## config.mk

```make
export PLATFORM = sky130hd
export DESIGN_NAME = uart_cmd_responder
export DESIGN_NICKNAME = d
export VERILOG_FILES = /design/src/rtl/uart_cmd_pkg.sv /design/src/rtl/uart_cmd_timeout.sv /design/src/rtl/uart_cmd_responder.sv
export SDC_FILE = /design/constraint.sdc
export NUM_CORES = 1
export LEC_CHECK = 0
export CAP_MARGIN = 0
export CORE_UTILIZATION = 25
export DETAILED_ROUTE_END_ITERATION = 6
export PLACE_DENSITY = 0.47
export RECOVER_POWER = 25
export SLEW_MARGIN = 20
export SYNTH_ARGS = -nofsm -noshare
export SYNTH_HDL_FRONTEND = slang
export SYNTH_HIERARCHICAL = 1
export SYNTH_SLANG_ARGS = --single-unit
```

## constraint.sdc

```tcl
create_clock -name CLK -period 5.7 [get_ports CLK]
set_input_delay 1.14 -clock CLK [delete_from_list [all_inputs] [get_ports CLK]]
set_output_delay 1.14 -clock CLK [all_outputs]
set_load 0.01 [all_outputs]
```

## src/rtl/uart_cmd_pkg.sv

```systemverilog
// Shared opcodes, response codes and FSM encoding for uart_cmd_responder.
// Optional UART_CMD_CHECKSUM_EN adds the CSUM state.
package uart_cmd_pkg;

    localparam logic [7:0] OP_READ    = 8'h01;
    localparam logic [7:0] OP_WRITE   = 8'h02;

    localparam logic [7:0] RSP_READ   = 8'hA1;
    localparam logic [7:0] RSP_WRITE  = 8'hA2;
    localparam logic [7:0] RSP_BADOP  = 8'hEE;
    localparam logic [7:0] RSP_BADSUM = 8'hEC;

    typedef enum logic [2:0] {
        ST_IDLE = 3'd0,
        ST_OP   = 3'd1,
        ST_ADDR = 3'd2,
        ST_DATA = 3'd3,
        ST_MEM  = 3'd4,
        ST_RESP = 3'd5,
`ifdef UART_CMD_CHECKSUM_EN
        ST_ERR  = 3'd6,
        ST_CSUM = 3'd7
`else
        ST_ERR  = 3'd6
`endif
    } state_e;

    function automatic logic [7:0] xor_bytes(input logic [31:0] w);
        return w[7:0] ^ w[15:8] ^ w[23:16] ^ w[31:24];
    endfunction

endpackage

```

## src/rtl/uart_cmd_timeout.sv

```systemverilog
// Inter-byte idle counter: clear wins over enable, saturates at LIMIT.
module uart_cmd_timeout #(
    parameter int unsigned LIMIT = 100000000
) (
    input  logic CLK,
    input  logic RST,
    input  logic clr,
    input  logic en,
    output logic expired
);

    localparam int unsigned W = $clog2(LIMIT + 1);

    logic [W-1:0] cnt_q, cnt_d;

    assign expired = (cnt_q == W'(LIMIT));

    always_comb begin
        cnt_d = cnt_q;
        if (clr) begin
            cnt_d = '0;
        end else if (en && !expired) begin
            cnt_d = cnt_q + W'(1);
        end
    end

    always_ff @(posedge CLK or posedge RST) begin
        if (RST) begin
            cnt_q <= '0;
        end else begin
            cnt_q <= cnt_d;
        end
    end

endmodule

```

## src/rtl/uart_cmd_responder.sv

```systemverilog
// Host command responder: UART packets in, one 32-bit memory access, response out.
// Define UART_CMD_CHECKSUM_EN for trailing XOR bytes on commands and responses.
module uart_cmd_responder #(
    parameter int unsigned TIMEOUT_CYCLES = 100000000
) (
    input  logic        CLK,
    input  logic        RST,
    input  logic [7:0]  recv_data,
    input  logic        receivable,
    output logic        recv_flag,
    output logic [7:0]  send_data,
    input  logic        sendable,
    output logic        send_flag,
    output logic        mem_req,
    output logic        mem_we,
    output logic [31:0] mem_addr,
    output logic [31:0] mem_wdata,
    input  logic [31:0] mem_rdata,
    input  logic        mem_ack,
    output logic        busy
);

    import uart_cmd_pkg::*;

`ifdef UART_CMD_CHECKSUM_EN
    localparam state_e     ST_HDR_DONE = ST_CSUM;
    localparam logic [2:0] RD_LEN      = 3'd6;
    localparam logic [2:0] WR_LEN      = 3'd2;
`else
    localparam state_e     ST_HDR_DONE = ST_MEM;
    localparam logic [2:0] RD_LEN      = 3'd5;
    localparam logic [2:0] WR_LEN      = 3'd1;
`endif

    state_e      state_q, state_d;
    logic [7:0]  op_q, op_d;
    logic [1:0]  cnt_q, cnt_d;
    logic [31:0] addr_q, addr_d;
    logic [31:0] wdata_q, wdata_d;
    logic [47:0] resp_q, resp_d;
    logic [2:0]  left_q, left_d;
    logic [7:0]  send_data_q, send_data_d;
    logic        recv_flag_q, recv_flag_d;
    logic        send_flag_q, send_flag_d;
    logic        mem_req_q, mem_req_d;
    logic        mem_we_q, mem_we_d;
    logic        busy_q, busy_d;
    logic        counting, expecting, expired, take, push, op_ok;
`ifdef UART_CMD_CHECKSUM_EN
    logic [7:0]  csum_q, csum_d;
`endif

`ifdef UART_CMD_CHECKSUM_EN
    assign counting = (state_q == ST_ADDR) || (state_q == ST_DATA) || (state_q == ST_CSUM);
`else
    assign counting = (state_q == ST_ADDR) || (state_q == ST_DATA);
`endif
    assign expecting = counting || (state_q == ST_IDLE);
    assign take  = expecting && receivable && !recv_flag_q && !(counting && expired);
    assign push  = ((state_q == ST_RESP) || (state_q == ST_ERR)) && sendable && !send_flag_q;
    assign op_ok = (op_q == OP_READ) || (op_q == OP_WRITE);

    uart_cmd_timeout #(
        .LIMIT   (TIMEOUT_CYCLES)
    ) u_timeout (
        .CLK     (CLK),
        .RST     (RST),
        .clr     (recv_flag_q || !counting),
        .en      (!receivable),
        .expired (expired)
    );

    always_ff @(posedge CLK or posedge RST) begin
        if (RST) begin
            state_q     <= ST_IDLE;
            op_q        <= '0;
            cnt_q       <= '0;
            addr_q      <= '0;
            wdata_q     <= '0;
            resp_q      <= '0;
            left_q      <= '0;
            send_data_q <= '0;
            recv_flag_q <= 1'b0;
            send_flag_q <= 1'b0;
            mem_req_q   <= 1'b0;
            mem_we_q    <= 1'b0;
            busy_q      <= 1'b0;
`ifdef UART_CMD_CHECKSUM_EN
            csum_q      <= '0;
`endif
        end else begin
            state_q     <= state_d;
            op_q        <= op_d;
            cnt_q       <= cnt_d;
            addr_q      <= addr_d;
            wdata_q     <= wdata_d;
            resp_q      <= resp_d;
            left_q      <= left_d;
            send_data_q <= send_data_d;
            recv_flag_q <= recv_flag_d;
            send_flag_q <= send_flag_d;
            mem_req_q   <= mem_req_d;
            mem_we_q    <= mem_we_d;
            busy_q      <= busy_d;
`ifdef UART_CMD_CHECKSUM_EN
            csum_q      <= csum_d;
`endif
        end
    end

    always_comb begin
        state_d = state_q;
        unique case (state_q)
            ST_IDLE: if (take) state_d = ST_OP;
            ST_OP:   state_d = op_ok ? ST_ADDR : ST_ERR;
            ST_ADDR: begin
                if (expired) begin
                    state_d = ST_IDLE;
                end else if (take && cnt_q == 2'd3) begin
                    state_d = (op_q == OP_WRITE) ? ST_DATA : ST_HDR_DONE;
                end
            end
            ST_DATA: begin
                if (expired) begin
                    state_d = ST_IDLE;
                end else if (take && cnt_q == 2'd3) begin
                    state_d = ST_HDR_DONE;
                end
            end
`ifdef UART_CMD_CHECKSUM_EN
            ST_CSUM: begin
                if (expired) begin
                    state_d = ST_IDLE;
                end else if (take) begin
                    state_d = (recv_data == csum_q) ? ST_MEM : ST_ERR;
                end
            end
`endif
            ST_MEM:  if (mem_ack) state_d = ST_RESP;
            ST_RESP,
            ST_ERR:  if (push && left_q == 3'd1) state_d = ST_IDLE;
            default: state_d = ST_IDLE;
        endcase
    end

    always_comb begin
        op_d        = op_q;
        cnt_d       = cnt_q;
        addr_d      = addr_q;
        wdata_d     = wdata_q;
        resp_d      = resp_q;
        left_d      = left_q;
        send_data_d = send_data_q;
        mem_we_d    = mem_we_q;
        recv_flag_d = take;
        send_flag_d = push;
        mem_req_d   = (state_d == ST_MEM);
        busy_d      = (state_d != ST_IDLE);
`ifdef UART_CMD_CHECKSUM_EN
        csum_d      = csum_q;
        if (take && state_q != ST_CSUM) csum_d = csum_q ^ recv_data;
        if (state_q == ST_IDLE) csum_d = recv_data;
`endif
        unique case (state_q)
            ST_IDLE: begin
                cnt_d = '0;
                if (take) op_d = recv_data;
            end
            ST_OP: begin
                mem_we_d = (op_q == OP_WRITE);
                resp_d   = {40'h0, RSP_BADOP};
                left_d   = 3'd1;
            end
            // Little-endian fields: shift in from the top so byte 0 lands in [7:0].
            ST_ADDR: begin
                if (take) begin
                    addr_d = {recv_data, addr_q[31:8]};
                    cnt_d  = cnt_q + 2'd1;
                end
            end
            ST_DATA: begin
                if (take) begin
                    wdata_d = {recv_data, wdata_q[31:8]};
                    cnt_d   = cnt_q + 2'd1;
                end
            end
`ifdef UART_CMD_CHECKSUM_EN
            ST_CSUM: begin
                resp_d = {40'h0, RSP_BADSUM};
                left_d = 3'd1;
            end
`endif
            ST_MEM: begin
                if (mem_ack && mem_we_q) begin
                    resp_d = {40'h0, RSP_WRITE};
                    left_d = WR_LEN;
`ifdef UART_CMD_CHECKSUM_EN
                    resp_d[15:8] = RSP_WRITE;
`endif
                end else if (mem_ack) begin
                    resp_d = {8'h0, mem_rdata, RSP_READ};
                    left_d = RD_LEN;
`ifdef UART_CMD_CHECKSUM_EN
                    resp_d[47:40] = RSP_READ ^ xor_bytes(mem_rdata);
`endif
                end
            end
            ST_RESP,
            ST_ERR: begin
                if (push) begin
                    send_data_d = resp_q[7:0];
                    resp_d      = {8'h0, resp_q[47:8]};
                    left_d      = left_q - 3'd1;
                end
            end
            default: begin
                cnt_d = '0;
            end
        endcase
    end

    assign recv_flag = recv_flag_q;
    assign send_flag = send_flag_q;
    assign send_data = send_data_q;
    assign mem_req   = mem_req_q;
    assign mem_we    = mem_we_q;
    assign mem_addr  = addr_q;
    assign mem_wdata = wdata_q;
    assign busy      = busy_q;

endmodule

```

==> results of run 1 <==
[through the flow]
stage | hold slack, ns | power, mW | worst slack, ns
after floorplan | 0.438 | 2.68 | 1.01
after global placement | 0.458 | 3.37 | 2.02
after detailed placement | 0.460 | 3.38 | 1.98
after CTS | 0.479 | 4.54 | 2.41
after global routing | 0.502 | 4.77 | 1.97
final | 0.475 | 4.47 | 2.44
[sequential cells by signal (all words and copies together), names as in the netlist]
register and cells:
send_data 8, mem_wdata 32, op_q 8, left_q 3
u_timeout/cnt_q 27, state_q 3, cnt_q 2, busy 1
send_flag 1, mem_we 1, recv_flag 1, resp_q 40
mem_req 1, mem_addr 32
[cells in the mapped netlist, types with 2 or more instances]
master,number,area [sq um]
a21oi_1,15,75.1
a22o_1,2,17.5
a22oi_1,24,180
and2_1,10,62.6
and3_1,5,31.3
and4_1,3,26.3
buf_2,15,75.1
buf_6,2,22.5
clkbuf_1,18,67.6
dfrtp_1,160,4000
ha_1,5,62.6
inv_1,8,30.0
inv_2,2,7.51
mux2_1,62,698
mux2_2,17,191
mux2i_1,3,30.0
nand2_1,57,214
nand2b_1,6,37.5
nand3_1,22,110
nand4_1,11,68.8
nor2_1,22,82.6
nor2b_1,9,56.3
nor3_1,2,10.0
nor3b_2,2,25.0
nor4_1,4,25.0
o21ai_0,14,70.1
o21ai_1,6,30.0
o21bai_1,2,15.0
o22a_1,5,43.8
o2bb2ai_1,6,52.6
o2bb2ai_2,18,270
o31ai_1,11,82.6
or2_2,2,12.5
or3_1,4,25.0
or4_1,12,90.1
xnor2_1,3,26.3
xor2_1,8,70.1
[placed cells by master (no fill, tap or decap), types with 3 or more instances in the layout]
cell,count
dfrtp_1,160
and4_1,3
nor4_1,4
xnor2_1,3
o31ai_1,11
nor2_1,21
o22a_1,5
clkdlybuf4s50_1,120
clkinvlp_4,5
mux2i_1,3
and3_1,5
or4_1,12
nand3_1,22
nand2b_1,6
o21ai_1,6
mux2_1,62
and2_1,10
inv_1,8
nor2b_1,9
nand4_1,11
o21ai_0,14
clkbuf_16,17
o2bb2ai_1,6
xor2_1,8
a22oi_1,24
inv_6,4
nand2_1,57
mux2_2,17
o2bb2ai_2,18
buf_4,5
a21oi_1,15
ha_1,5
or3_1,4
[worst paths after layout]
path / from / end / slack (ns) / cells past startpoint
max: RST / mem_addr[28]$_DFFE_PP0P_ / 2.44 / 3
min: resp_q[3]$_DFFE_PP0P_ / send_data[3]$_DFFE_PP0P_ / 0.47 / 2
max reg2reg: state_q[2]$_DFF_PP0_ / u_timeout/cnt_q[2]$_DFFE_PP0P_ / 2.58 / 5
min reg2reg: resp_q[3]$_DFFE_PP0P_ / send_data[3]$_DFFE_PP0P_ / 0.47 / 2
max in group CLK: mem_ack / resp_q[30]$_DFFE_PP0P_ / 2.44 / 6
min in group asynchronous: RST / u_timeout/cnt_q[1]$_DFFE_PP0P_ / 1.53 / 2
[power breakdown]
| part | leakage [nW] | internal, mW | switching (mW) |
|---|---|---|---|
| clock network | 0.272 | 0.635 | 0.495 |
| registers | 2.12 | 1.50 | 0.275 |
| logic | 1.55 | 0.769 | 0.796 |
[cells by family (layout without fill, tap and decap cells)]
logic type,after synthesis,after routing
mux,82,82
fa+ha+maj,6,6
flops,160,160
compound gates,113,113
buf+inv,47,168
simple gates,181,181
xor+xnor,11,11
[routing by layer]
| layer | share of wire [%] | global-route usage (%) |
|---|---|---|
| met2 | 44 | 18.2 |
| met1 | 51 | 18.2 |
| met4 | 0.44 | 3.00 |
| met3 | 5.2 | 3.13 |
| met5 | 0.074 | 0 |
[critical path: stages]
cell and delay (ns):
dlygate4sd3_1 0.58, clkinvlp_4 1.37, buf_4 0.61
[area by class of cell]
class                   instances  area, sq um
clock buffers                  20          457
clock inverters                12          124
fillers                      2877        18700
inverters                      10         41.3
multi-input cells             393         2990
flip-flops and latches        160         4000
well taps                     378          473
repair buffers                126         1250
==> flow_summary.yaml, run 1 <==
status:
  outcome: "finished, violations left"
  violations: "capacitance limit, slew limit"
cells_and_area:
  stdcell_area_sq_um: 9340
  n_antenna_cell: 0
  syn_to_final_growth_pct: 29.7
  finalNonFillerCells: 1099
  nets: 758
  final_util_pct: 33.3
  drive_gt1_share_pct: 11.4
timing:
  period_share_pct: 57.3
  slew_violations: 137
  final_hold_viol_count: 0
  fmax_mhz: 306
  setup_viol: 0
  skew_ns: 0.0152
  slew_headroom_pct: -48.5
  final.min_clock_period_ns: 3.26
  max_slew.worst_pin.slew_ns: 2.23
  rsz0062_at_grt: "false"
  setup_tns_ns: 0
routing:
  ant_nets: 0
  wire_per_inst_um: 16.0
  wirelength_mm: 17.6
  drc: 0
  vias: 5112
  drtIter0Drc: 288
  vias_per_cell: 4.65
  drt_first_pass_iters: 5
yosys:
  yosys.area_share.simple_pct: 13.5
  synthMuxAreaShare_pct: 12.8
  syn_inst: 600
  avgSynthCellArea_sq_um: 12.0
  syn_nets: 650
  synth_top_family_by_area: "simple AND/OR/NAND/NOR gates"
  synth_ff_type: "dfrtp_1"
  synthXorXnorAreaFrac_pct: 1.34
  synth-edff-count: 0
  ys_warn_count: 6
  synthAdderAreaFrac_pct: 1.01
  syn-cell-area_sq_um: 7200
  post_synth_num_cell_types: 60
  synthArstFlopShare_pct: 100
  seq_area_frac_synth_pct: 55.6
  synth.ff_latch_count: 160
  synth_compound_area_share_pct: 12.8
clock_tree:
  cts_sinks: 160
  clock-root-buffer: "clkbuf_16"
  cts_max_level: 4
  tritoncts: "built"
  post_cts_resized: 0
  cts.clk_slew.worst_paths_ns: 0.07
  clock_path_buffers: 2
  cts_buffers: 17
  cts_setup_buffers: 0
  clkLatencyLatePin_ns: 0.42
  cts_hold_buf: 0
power:
  pwr_density_cell_nw_per_um2: 478
  ir_drop_v: 0.000186
  p_leak_nw: 3.94
run:
  maxCapViolCount: 2
floorplanning:
  die_h_um: 172
  die-area_sq_um: 29500
  io_pins: 122
  fp.dieW_um: 172
  num_rows: 61
  initial_utilization_pct: 25.6
  core_area_sq_um: 28100
placed_design:
  port_buffers: 121
  place.gp.congestion: 0.760
  dp_cells: 1067
  hpwlAfterDp_mm: 11.8
  post_dp_cell_area_sq_um: 8760
grt:
  grt_pass1_vias: 5013
  grt_pass1_wl_mm: 28.6
  grt_util_all_layers_pct: 12.5
  grt_max_degree: 101
  antenna_found_initial: 1
  gr-total-overflow: 0
setup_path:
  setup.worst_path.class: "in2async"
  crit_arrival_ns: 3.81
  path_max_fanout: 100
  endpoint_kind: "asynchronous set/reset pin"
  cp-start-kind: "primary input"
  critPathRequiredTime_ns: 6.25
min_path:
  hold_path_class: "reg2reg"
Note: power is estimated with default switching activity, not from simulation.
==> inputs of run 2 (changes only) <==
--- a/config.mk
+++ b/config.mk
@@ -8,7 +8,7 @@
 export CAP_MARGIN = 0
 export CORE_UTILIZATION = 25
 export DETAILED_ROUTE_END_ITERATION = 6
-export PLACE_DENSITY = 0.47
+export PLACE_DENSITY = 0.48
 export RECOVER_POWER = 25
 export SLEW_MARGIN = 20
 export SYNTH_ARGS = -nofsm -noshare
==> constraint.sdc (replaced) <==
create_clock -name CLK -period 2.75 [get_ports CLK]
set_input_delay 0.55 -clock CLK [delete_from_list [all_inputs] [get_ports CLK]]
set_output_delay 0.55 -clock CLK [all_outputs]
set_load 0.01 [all_outputs]
==> run 2 against run 1 <==
Compared with the run above: the flow still finishes with violations (capacitance limit, slew limit); register-to-register slack worse by 2.4 ns; utilization grew 0.67 points; via count about the same; count of clock-buffer cells in the layout shrank 1; first-iteration DRC count fell by 6.3%; design area up 2.0%; sequential share of layout area fell by 0.85 points; critical path depth increased by 5; hold slack got worse by 0.0020 ns; critical endpoint is now mem_wdata[30]$_DFFE_PP0P_; largest power group unchanged.
==> flow_summary.yaml, run 2 (same netlist as run 1, synthesis figures left out) <==
setup_path:
  setup.worst_path.class: "reg2reg"
  critPathRequiredTime_ns: 3.06
  rr_worst_depth: 8
  path_max_fanout: 32
  endpoint_kind: "flop"
  crit_arrival_ns: 2.88
  cp-start-kind: "flop"
routing:
  wl_met2_mm: 7.50
  vias_per_cell: 4.58
  wl_met1_mm: 9.02
  drc: 0
  ant_nets: 0
  top_layer: "met4"
  drtIter0Drc: 270
  vias: 5111
  drt_first_pass_iters: 4
  wl_met3_um: 801
  wirelength_mm: 17.5
  wire_per_inst_um: 15.7
cells_and_area:
  nFillCells: 2886
  final_cell_mix: "dfrtp_1 (160), clkdlybuf4s50_1 (120), mux2_1 (62)"
  largest-register: "resp_q"
  layout_commonest_cell: "dfrtp_1"
  final_util_pct: 33.9
  nets: 776
  syn_to_final_growth_pct: 32.3
  multi_input_area_sq_um: 3000
  regArea_sq_um: 4000
  drive_gt1_share_pct: 13.9
  largest_reg_flops: 40
  n_antenna_cell: 0
grt:
  antenna_found_initial: 0
  grt_max_degree: 61
  grt_pass1_vias: 5170
  grt_pass1_wl_mm: 28.6
  gr-total-overflow: 0
  grt_util_all_layers_pct: 12.5
timing:
  max_slew.worst_pin.slew_ns: 1.56
  slew_violations: 28
  rsz0062_at_grt: "false"
  skew_ns: 0.00990
  slew_headroom_pct: -4.31
  setup_viol: 0
  period_share_pct: 93.4
  setup_tns_ns: 0
  fmax_mhz: 389
  final.min_clock_period_ns: 2.57
  final_hold_viol_count: 0
run:
  maxCapViolCount: 1
placed_design:
  hpwlAfterDp_mm: 12.2
  port_buffers: 121
  place.gp.congestion: 0.758
status:
  outcome: "finished, violations left"
  violations: "capacitance limit, slew limit"
clock_tree:
  cts.clk_slew.worst_paths_ns: 0.06
  tritoncts: "built"
  cts_max_level: 4
  clock-root-buffer: "clkbuf_16"
  cts_setup_buffers: 0
  clkLatencyLatePin_ns: 0.43
  cts_sinks: 160
  cts_buffers: 17
  clock_path_buffers: 2
floorplanning:
  num_rows: 61
  initial_utilization_pct: 25.6
  die-area_sq_um: 29500
  fp.dieW_um: 172
  die_h_um: 172
  io_pins: 122
  core_area_sq_um: 28100
power:
  p_int_mw: 6.05
  ir_drop_v: 0.000387
  p_sw_mw: 3.29
  p_leak_nw: 4.05
  power_switching_share_pct: 35.2
  seqPwrFrac_pct: 39.3
  clockPowerShare_pct: 24.5
  comb_power_share_pct: 36.2
  pwr_density_cell_nw_per_um2: 980
min_path:
  hold_path_class: "reg2reg"
  min_path_cells: 2
run 2: cell types whose count changed in the layout (fill, tap and decap cells not counted), moves of 2 or more:
cell | previous run | this run
buf_4 | 5 | 15
buf_12 | 0 | 5
clkinvlp_4 | 5 | 2
clkinv_4 | 2 | 4
inv_8 | 1 | 3
run 2: metrics by stage:
step / setup WS (ns) / hold WS, ns / std cells / power [mW] / instance area, sq um
global placement: 0.101 / 0.457 / 1085 / 7.10 / 8960
detailed placement: 0.0703 / 0.456 / 1085 / 7.14 / 8960
floorplan: 0.138 / 0.438 / 600 / 5.56 / 7210
global route: 0.0313 / 0.493 / 1117 / 9.98 / 9530
CTS: 0.0635 / 0.474 / 1117 / 9.49 / 9540
finish: 0.181 / 0.473 / 1117 / 9.33 / 9530
run 2: area by class of cell:
type / instances / area share [%]
Clock inverter: 13 / 1.25
Sequential cell: 160 / 42.0
Clock buffer: 19 / 4.75
Timing Repair Buffer: 144 / 15.1
Inverter: 10 / 0.407
Multi-Input combinational cell: 393 / 31.5
Tap cell: 378 / 4.96
run 2: timing repair:
item,4_1_cts,5_1_grt
gates resized for setup,0,3
endpoints found under the setup margin,0,64
hold buffers,0,0
run 2: worst paths after layout:
path                                                start                         to  slack, ns
setup / recovery           u_timeout/cnt_q[4]$_DFFE_PP0P_  mem_wdata[30]$_DFFE_PP0P_       0.18
hold / removal                      resp_q[1]$_DFFE_PP0P_   send_data[1]$_DFFE_PP0P_       0.47
setup reg to reg           u_timeout/cnt_q[4]$_DFFE_PP0P_  mem_wdata[30]$_DFFE_PP0P_       0.18
hold reg to reg                     resp_q[1]$_DFFE_PP0P_   send_data[1]$_DFFE_PP0P_       0.47
max in group asynchronous                             RST   mem_addr[30]$_DFFE_PP0P_       0.59
min in group asynchronous                             RST     resp_q[35]$_DFFE_PP0P_       0.66
run 2: power groups by stage:
stage                     logic, mW  registers, mW  clock network (mW)
after floorplan                1.83           3.74                   0
after global placement         3.39           3.72                   0
after detailed placement       3.42           3.72                   0
after CTS                      3.44           3.68                2.37
after global routing           3.72           3.79                2.47
final                          3.38           3.67                2.29
run 2: critical path: stages (launching register included):
cell	delay, ns
dfrtp_1	0.39
or4_1	0.58
nor4_4	0.29
and2_4	0.20
mux2i_1	0.09
and2_1	0.22
nand2_1	0.11
buf_12	0.21
mux2_2	0.35
run 2: layer usage:
metal  up-vias  global-route usage, %
met2       127                   18.6
met1      2527                   17.8
met3        15                   2.95
li1       2442                      -
met4         0                   3.35
met5         -                      0
